`src/rtl/muldiv_stall_ctrl.sv`:
```
// muldiv_stall_ctrl: sequences the multi-cycle mul/div unit, generates the HI/LO write strobe and the Decode hazard stalls
module muldiv_stall_ctrl #(
  parameter int MUL_CYCLES = 4,
  parameter int DIV_CYCLES = 32,
  parameter int CNT_W      = 6
) (
  input  logic CLK,
  input  logic RST,
  input  logic START_E,
  input  logic DIV_START_E,
  input  logic SIGNED_E,
  input  logic hilo_read_D,
  input  logic md_start_D,
  input  logic abort,
  output logic mul_go,
  output logic div_go,
  output logic op_signed,
  output logic hilo_we,
  output logic hilo_sel_div,
  output logic md_busy,
  output logic StallF,
  output logic StallD,
  output logic FlushE,
  output logic md_overrun
);
  typedef enum logic [1:0] {IDLE, MUL_RUN, DIV_RUN, DONE} state_t;
  state_t state;
  logic [CNT_W-1:0] cnt;
  logic hazard;
  always_ff @(posedge CLK) begin
    if (!RST) begin
      state        <= IDLE;
      cnt          <= '0;
      mul_go       <= 1'b0;
      div_go       <= 1'b0;
      hilo_sel_div <= 1'b0;
      op_signed    <= 1'b0;
      md_overrun   <= 1'b0;
    end else begin
      mul_go <= 1'b0;
      div_go <= 1'b0;
      if (abort) begin
        state <= IDLE;
        cnt   <= '0;
      end else begin
        if ((START_E || DIV_START_E) && state != IDLE) md_overrun <= 1'b1;
        case (state)
          IDLE:
            if (DIV_START_E) begin
              state        <= DIV_RUN;
              cnt          <= CNT_W'(DIV_CYCLES - 1);
              div_go       <= 1'b1;
              hilo_sel_div <= 1'b1;
              op_signed    <= SIGNED_E;
              if (START_E) md_overrun <= 1'b1;
            end else if (START_E) begin
              state        <= MUL_RUN;
              cnt          <= CNT_W'(MUL_CYCLES - 1);
              mul_go       <= 1'b1;
              hilo_sel_div <= 1'b0;
              op_signed    <= SIGNED_E;
            end
          MUL_RUN, DIV_RUN:
            if (cnt == '0) state <= DONE;
            else cnt <= cnt - 1'b1;
          default: state <= IDLE;
        endcase
      end
    end
  end
  // a launch in Execute counts as busy so the Decode consumer stalls from that very cycle
  assign hazard  = (state != IDLE || START_E || DIV_START_E) && (hilo_read_D || md_start_D) && !abort;
  assign hilo_we = state == DONE && !abort;
  assign md_busy = state != IDLE;
  assign StallF  = hazard;
  assign StallD  = hazard;
  assign FlushE  = hazard;
endmodule

```
`config.mk`:
```
export PLATFORM = sky130hd
export DESIGN_NAME = muldiv_stall_ctrl
export DESIGN_NICKNAME = d
export VERILOG_FILES = /design/src/rtl/muldiv_stall_ctrl.sv
export SDC_FILE = /design/constraint.sdc
export NUM_CORES = 1
export LEC_CHECK = 0
export ABC_AREA = 1
export CORE_ASPECT_RATIO = 1.2
export CORE_UTILIZATION = 45
export CTS_CLUSTER_SIZE = 20
export DETAILED_ROUTE_END_ITERATION = 8
export PLACE_DENSITY = 0.84
export SLEW_MARGIN = 0
export SYNTH_ARGS = -nofsm -noshare
export SYNTH_HDL_FRONTEND = slang
export SYNTH_SLANG_ARGS = --single-unit
```
`constraint.sdc`:
```
create_clock -name CLK -period 2 [get_ports CLK]
set_clock_uncertainty 0.2 [all_clocks]
set_input_delay 0.5 -clock CLK [delete_from_list [all_inputs] [get_ports CLK]]
set_output_delay 0.5 -clock CLK [all_outputs]
set_load 0.01 [all_outputs]
```
# Word-level counts from Yosys, hierarchy flattened
# Cells that the tools add are included.
# word_totals
in_bits	8
reg_bits	13
out_inout_bits	10
# op_classes
n_reduce_logical	21
n_mux	18
n_bitwise	3
eq_ne	6
addsub	1
# ops
op	count
2-to-1 mux 6 bit	3
case mux 6 bit (2 select lines)	1
2-to-1 mux 1 bit	10
logical NOT 6 bit	1
2-to-1 mux 2 bit	3
AND reduction 3 bit	2
nonzero test 2 bit	3
subtractor 6 x 1 -> 6 bit (second input constant)	1
== test 2 bit (second input constant)	2
logical AND 1 bit	4
logical OR 1 bit	4
inequality test 2 bit (second input constant)	2
case mux 2 bit (2 select lines)	1
OR reduction 2 bit	2
OR reduction 4 bit	1
inequality test 3 bit (second input constant)	1
inverter 1 bit	3
OR reduction 3 bit	1
== test 2 x 1 -> 1 bit (second input constant)	1
logical NOT 2 bit	1
AND reduction 2 bit	1
logical NOT 1 bit	1

# Longest topological paths before layout
# logic_depth
depth_word	6
depth_mapped	9
mapped_depth_nobuf	9

# Worst setup path after synthesis
# No wires, ideal clock.
# synth_path
path_kind	register -> output
from	register state[0]
to	output StallD
arrival_ps	1200
path_stages_with_launch	7
slack_ps	100
path_cell_list	dfxtp_1 -> inv_1 -> ha_1 -> nand2_2 -> o21ai_0 -> nor2_1 -> buf_4
# synth_via
elab_chain_cells	5
# synth_rtl
element	line	text
from (decl)	27	state_t state;
from (signal assigned)	32	state <= IDLE;
from (signal assigned)	43	state <= IDLE;
from (signal assigned)	50	state <= DIV_RUN;
nonzero test 2 bit	72	assign hazard = (state != IDLE || START_E || DIV_START_E) && (hilo_read_D || md_start_D) && !abort;
logical OR 1 bit (2 in a row)	72	
logical AND 1 bit (2 in a row)	72	
to (decl)	22	output logic StallD,
# No other way between the ends.

# Final worst setup path
# layout_path
from	input abort
to	output StallF
# layout_via
elab_chain_cells	2
# layout_rtl
element	line	text
from (decl)	14	input logic abort,
logical NOT 1 bit	72	
logical AND 1 bit	72	
to (decl)	21	output logic StallF,
# No other way between the ends.

==> impl_metrics.py <==
metrics = {
    "synth": {
        "yosys_warnings": 0,
        "synthCells": 110,
        "synth-simple-area-share": 0.346,
        "synth_mux_area_frac": 0,
        "synthesis.area_per_instance_um2": 7.07,
        "yosys.area_share.xor_xnor": 0,
        "synth_compound_gate_area_share": 0.148,
        "asyncSetResetFlopFracSynth": 0,
        "count_leader_synth": "sky130_fd_sc_hd__nand2_1",
        "post-synth-top-area-fraction": 0.334,
        "synth_sequential_area_ratio": 0.334,
        "synth_top_family_by_area": "simple AND/OR/NAND/NOR gates",
        "syn-cell-area_um2": 778,
        "number_of_unique_standard_cell_types_used_by_synthesis": 23,
        "synth_area_leader_cell": "sky130_fd_sc_hd__dfxtp_1",
        "synth_commonest_cells": "23 x sky130_fd_sc_hd__nand2_1, 15 x sky130_fd_sc_hd__nor2_1, 13 x sky130_fd_sc_hd__dfxtp_1, 13 x sky130_fd_sc_hd__inv_1, 7 x sky130_fd_sc_hd__o21ai_0",
        "number_of_synthesized_register_bits": 13,
        "synthAdderAreaFrac": 0.0643,
        "synthFlopType": "sky130_fd_sc_hd__dfxtp_1",
        "synth.net_count": 122,
        "synth.top_cells.by_area": "sky130_fd_sc_hd__dfxtp_1 33%, sky130_fd_sc_hd__nand2_1 11%, sky130_fd_sc_hd__nor2_1 7.2%",
        "synth-edff-count": 0,
    },
    "setup_path": {
        "critical_path.endpoint_type": "output port",
        "critPathLaunch": "abort",
        "type_of_element_launching_the_critical_path": "primary input",
        "crit_path_end": "StallF",
        "path_max_fanout": 3,
        "critPathArrivalTime_ns": 1.27,
        "path_cells": "clkdlybuf4s50_1 -> nor2_1 -> buf_2",
        "master_of_the_slowest_instance_on_the_critical_path": "sky130_fd_sc_hd__clkdlybuf4s50_1",
        "timing_worst_setup_path_type": "in2out",
        "regToRegSetupSlack_ns": 0.43,
        "worstReg2RegEnd": "cnt[3]",
        "required_ns": 1.30,
        "worstReg2RegStart": "state[1]",
        "critical-path-max-stage-delay_ns": 0.44,
        "timing.reg2reg.worst_path_depth": 10,
    },
    "timing": {
        "timing.final.crit_share": 0.984,
        "setup_total_negative_slack_ns": 0,
        "drv_slew": 0,
        "rsz_0062_raised_after_global_routing": "yes",
        "timing_hold_violations_final": 0,
        "achievable-frequency_mhz": 508,
        "final_period_minus_worst_setup_slack_ns": 1.97,
        "tightestPinTransition_ns": 0.219,
        "worst_slew_margin_rel": 0.853,
        "final-setup-viol-count": 0,
    },
    "drt": {
        "drc": 0,
        "drt_first_iter_violations": 22,
        "postRouteAntennaNets": 0,
        "drt_pass1_iterations": 4,
        "postRouteWirelength_um": 1860,
        "vias_per_cell": 5.01,
        "route.vias.total": 806,
        "detail_route.wl_per_cell_um": 11.6,
    },
    "placed_design": {
        "placement.cell_area_um2": 1050,
        "port_bufs": 17,
        "place.detailed.hpwl_um": 1480,
        "numPlacedInstances": 156,
        "routabilityCongestion": 0.791,
    },
    "power_and_ir_drop": {
        "cellLeakagePower_nw": 0.515,
        "max-vdd-ir-drop_v": 0.000549,
        "p_per_area_nw_per_um2": 880,
    },
    "finish": {
        "postLayoutCoreUtil": 0.661,
        "post-route-cell-area_um2": 1070,
        "share_of_post_route_cells_with_drive_strength_above_1": 0.322,
        "areaGrowthSynthToFinish_pct": 37.8,
        "finalNonFillerCells": 161,
        "antenna_cells_inserted": 0,
        "finalNetCount": 156,
    },
    "clock_network": {
        "numClockSinks": 13,
        "numCtsBuffers": 3,
        "cts_tree": "built",
        "root_buffer": "sky130_fd_sc_hd__clkbuf_4",
        "cts.reportedPaths.clkPinSlew_ns": 0.08,
        "ctsHtreeMaxLevel": 1,
        "worst_skew_pair.late_latency_ns": 0.28,
        "clockBufferDepth": 2,
        "ctsHoldBuffers": 0,
    },
    "global_routing": {
        "first_pass_grt_wire_length_um": 2750,
        "number_of_antenna_violations_at_the_first_check_in_global_routing": 0,
        "pin_count_of_the_biggest_net_entering_global_routing": 8,
        "globalRoute.totalOverflow": 0,
        "grt_pass1_vias": 708,
        "globalRouteTotalUtil": 0.220,
    },
    "floorplan": {
        "fp-row-count": 16,
        "die_width_um": 40.0,
        "ioPinCount": 18,
        "initial_utilization": 0.480,
        "chipHeight_um": 47.6,
        "design.core.area_um2": 1620,
        "die_area_um2": 1900,
    },
    "job": {
        "timing.max_cap.violations": 0,
    },
    "worst_hold_path": {
        "hp-class": "reg2reg",
    },
    "outcome": {
        "outcome": "finished, final reports clean",
    },
}
==> repair_timing <==
item | CTS | global route
gates resized for setup | 25 | 5
pin swaps | 1 | 2
endpoints found under the setup margin | 5 | 5
setup buffers | 0 | 1
==> layout make-up <==
cell class | count | area (µm²)
clock buffers | 4 | 26.3
fillers | 154 | 549
inverters | 17 | 68.8
multi-input cells | 78 | 447
flip-flops and latches | 13 | 263
well taps | 18 | 22.5
repair buffers | 31 | 245
==> worst max-delay path, delay by kind of cell <==
family / cells / cell delay [ns]
simple gates: 1 / 0.17
buf+inv: 2 / 0.60
==> per-stage QoR <==
step / hold slack [ns] / setup WS, ns / total power [mW]
3_5_place_dp: 0.251 / -0.600 / 0.771
3_3_place_gp: 0.235 / -0.562 / 0.753
5_1_grt: 0.296 / -0.0101 / 1.02
6_report: 0.277 / 0.0325 / 0.944
2_1_floorplan: 0.251 / 0.100 / 0.625
4_1_cts: 0.276 / 0.00362 / 0.942
==> where the power goes <==
part | internal, mW | total [mW] | switching, mW
Clock | 0.0776 | 0.172 | 0.0943
Sequential | 0.292 | 0.318 | 0.0257
Combinational | 0.195 | 0.454 | 0.259
Total | 0.565 | 0.944 | 0.379
==> cells in the final DEF (no fill, tap or decap), types with 3 or more instances in the layout <==
cell	n
sky130_fd_sc_hd__nor2_2	4
sky130_fd_sc_hd__nor2_1	15
sky130_fd_sc_hd__ha_1	3
sky130_fd_sc_hd__nand2_1	23
sky130_fd_sc_hd__a21oi_1	4
sky130_fd_sc_hd__dfxtp_1	11
sky130_fd_sc_hd__clkdlybuf4s50_1	8
sky130_fd_sc_hd__nand3_1	3
sky130_fd_sc_hd__buf_4	14
sky130_fd_sc_hd__clkbuf_4	3
sky130_fd_sc_hd__buf_2	4
sky130_fd_sc_hd__dlygate4sd2_1	4
sky130_fd_sc_hd__inv_2	5
sky130_fd_sc_hd__o21ai_0	6
sky130_fd_sc_hd__o21ai_1	3
sky130_fd_sc_hd__inv_1	11
sky130_fd_sc_hd__a21oi_2	3
==> cell families after synthesis <==
logic type / after synthesis
AOI/OAI and AO/OA: 19
buffers and inverters: 19
and+or+nand+nor: 55
adders and majority gates: 4
DFF: 13
==> flip-flops by register name (all words and copies together) (netlist names) <==
name / count
state: 2
op_signed: 1
hilo_sel_div: 1
div_go: 1
mul_go: 1
md_overrun: 1
cnt: 6
==> per-layer routing <==
layer	track usage	routed length, µm	vias up
met2	0.371	983	12
met3	0.0605	56	7
met5	0	0	-
met4	0.172	62	0
met1	0.223	758	368
li1	-	-	419
==> worst min path at each step <==
stage / from / end / slack [ns] / depth (start not counted)
2_1_floorplan: state[1] / state[1] / 0.25 / 2
3_3_place_gp: md_overrun / md_overrun / 0.23 / 2
3_5_place_dp: md_overrun / md_overrun / 0.25 / 2
4_1_cts: op_signed / op_signed / 0.28 / 2
5_1_grt: md_overrun / md_overrun / 0.30 / 2
6_report: md_overrun / md_overrun / 0.28 / 2
Note: power is estimated with default switching activity, not from simulation.
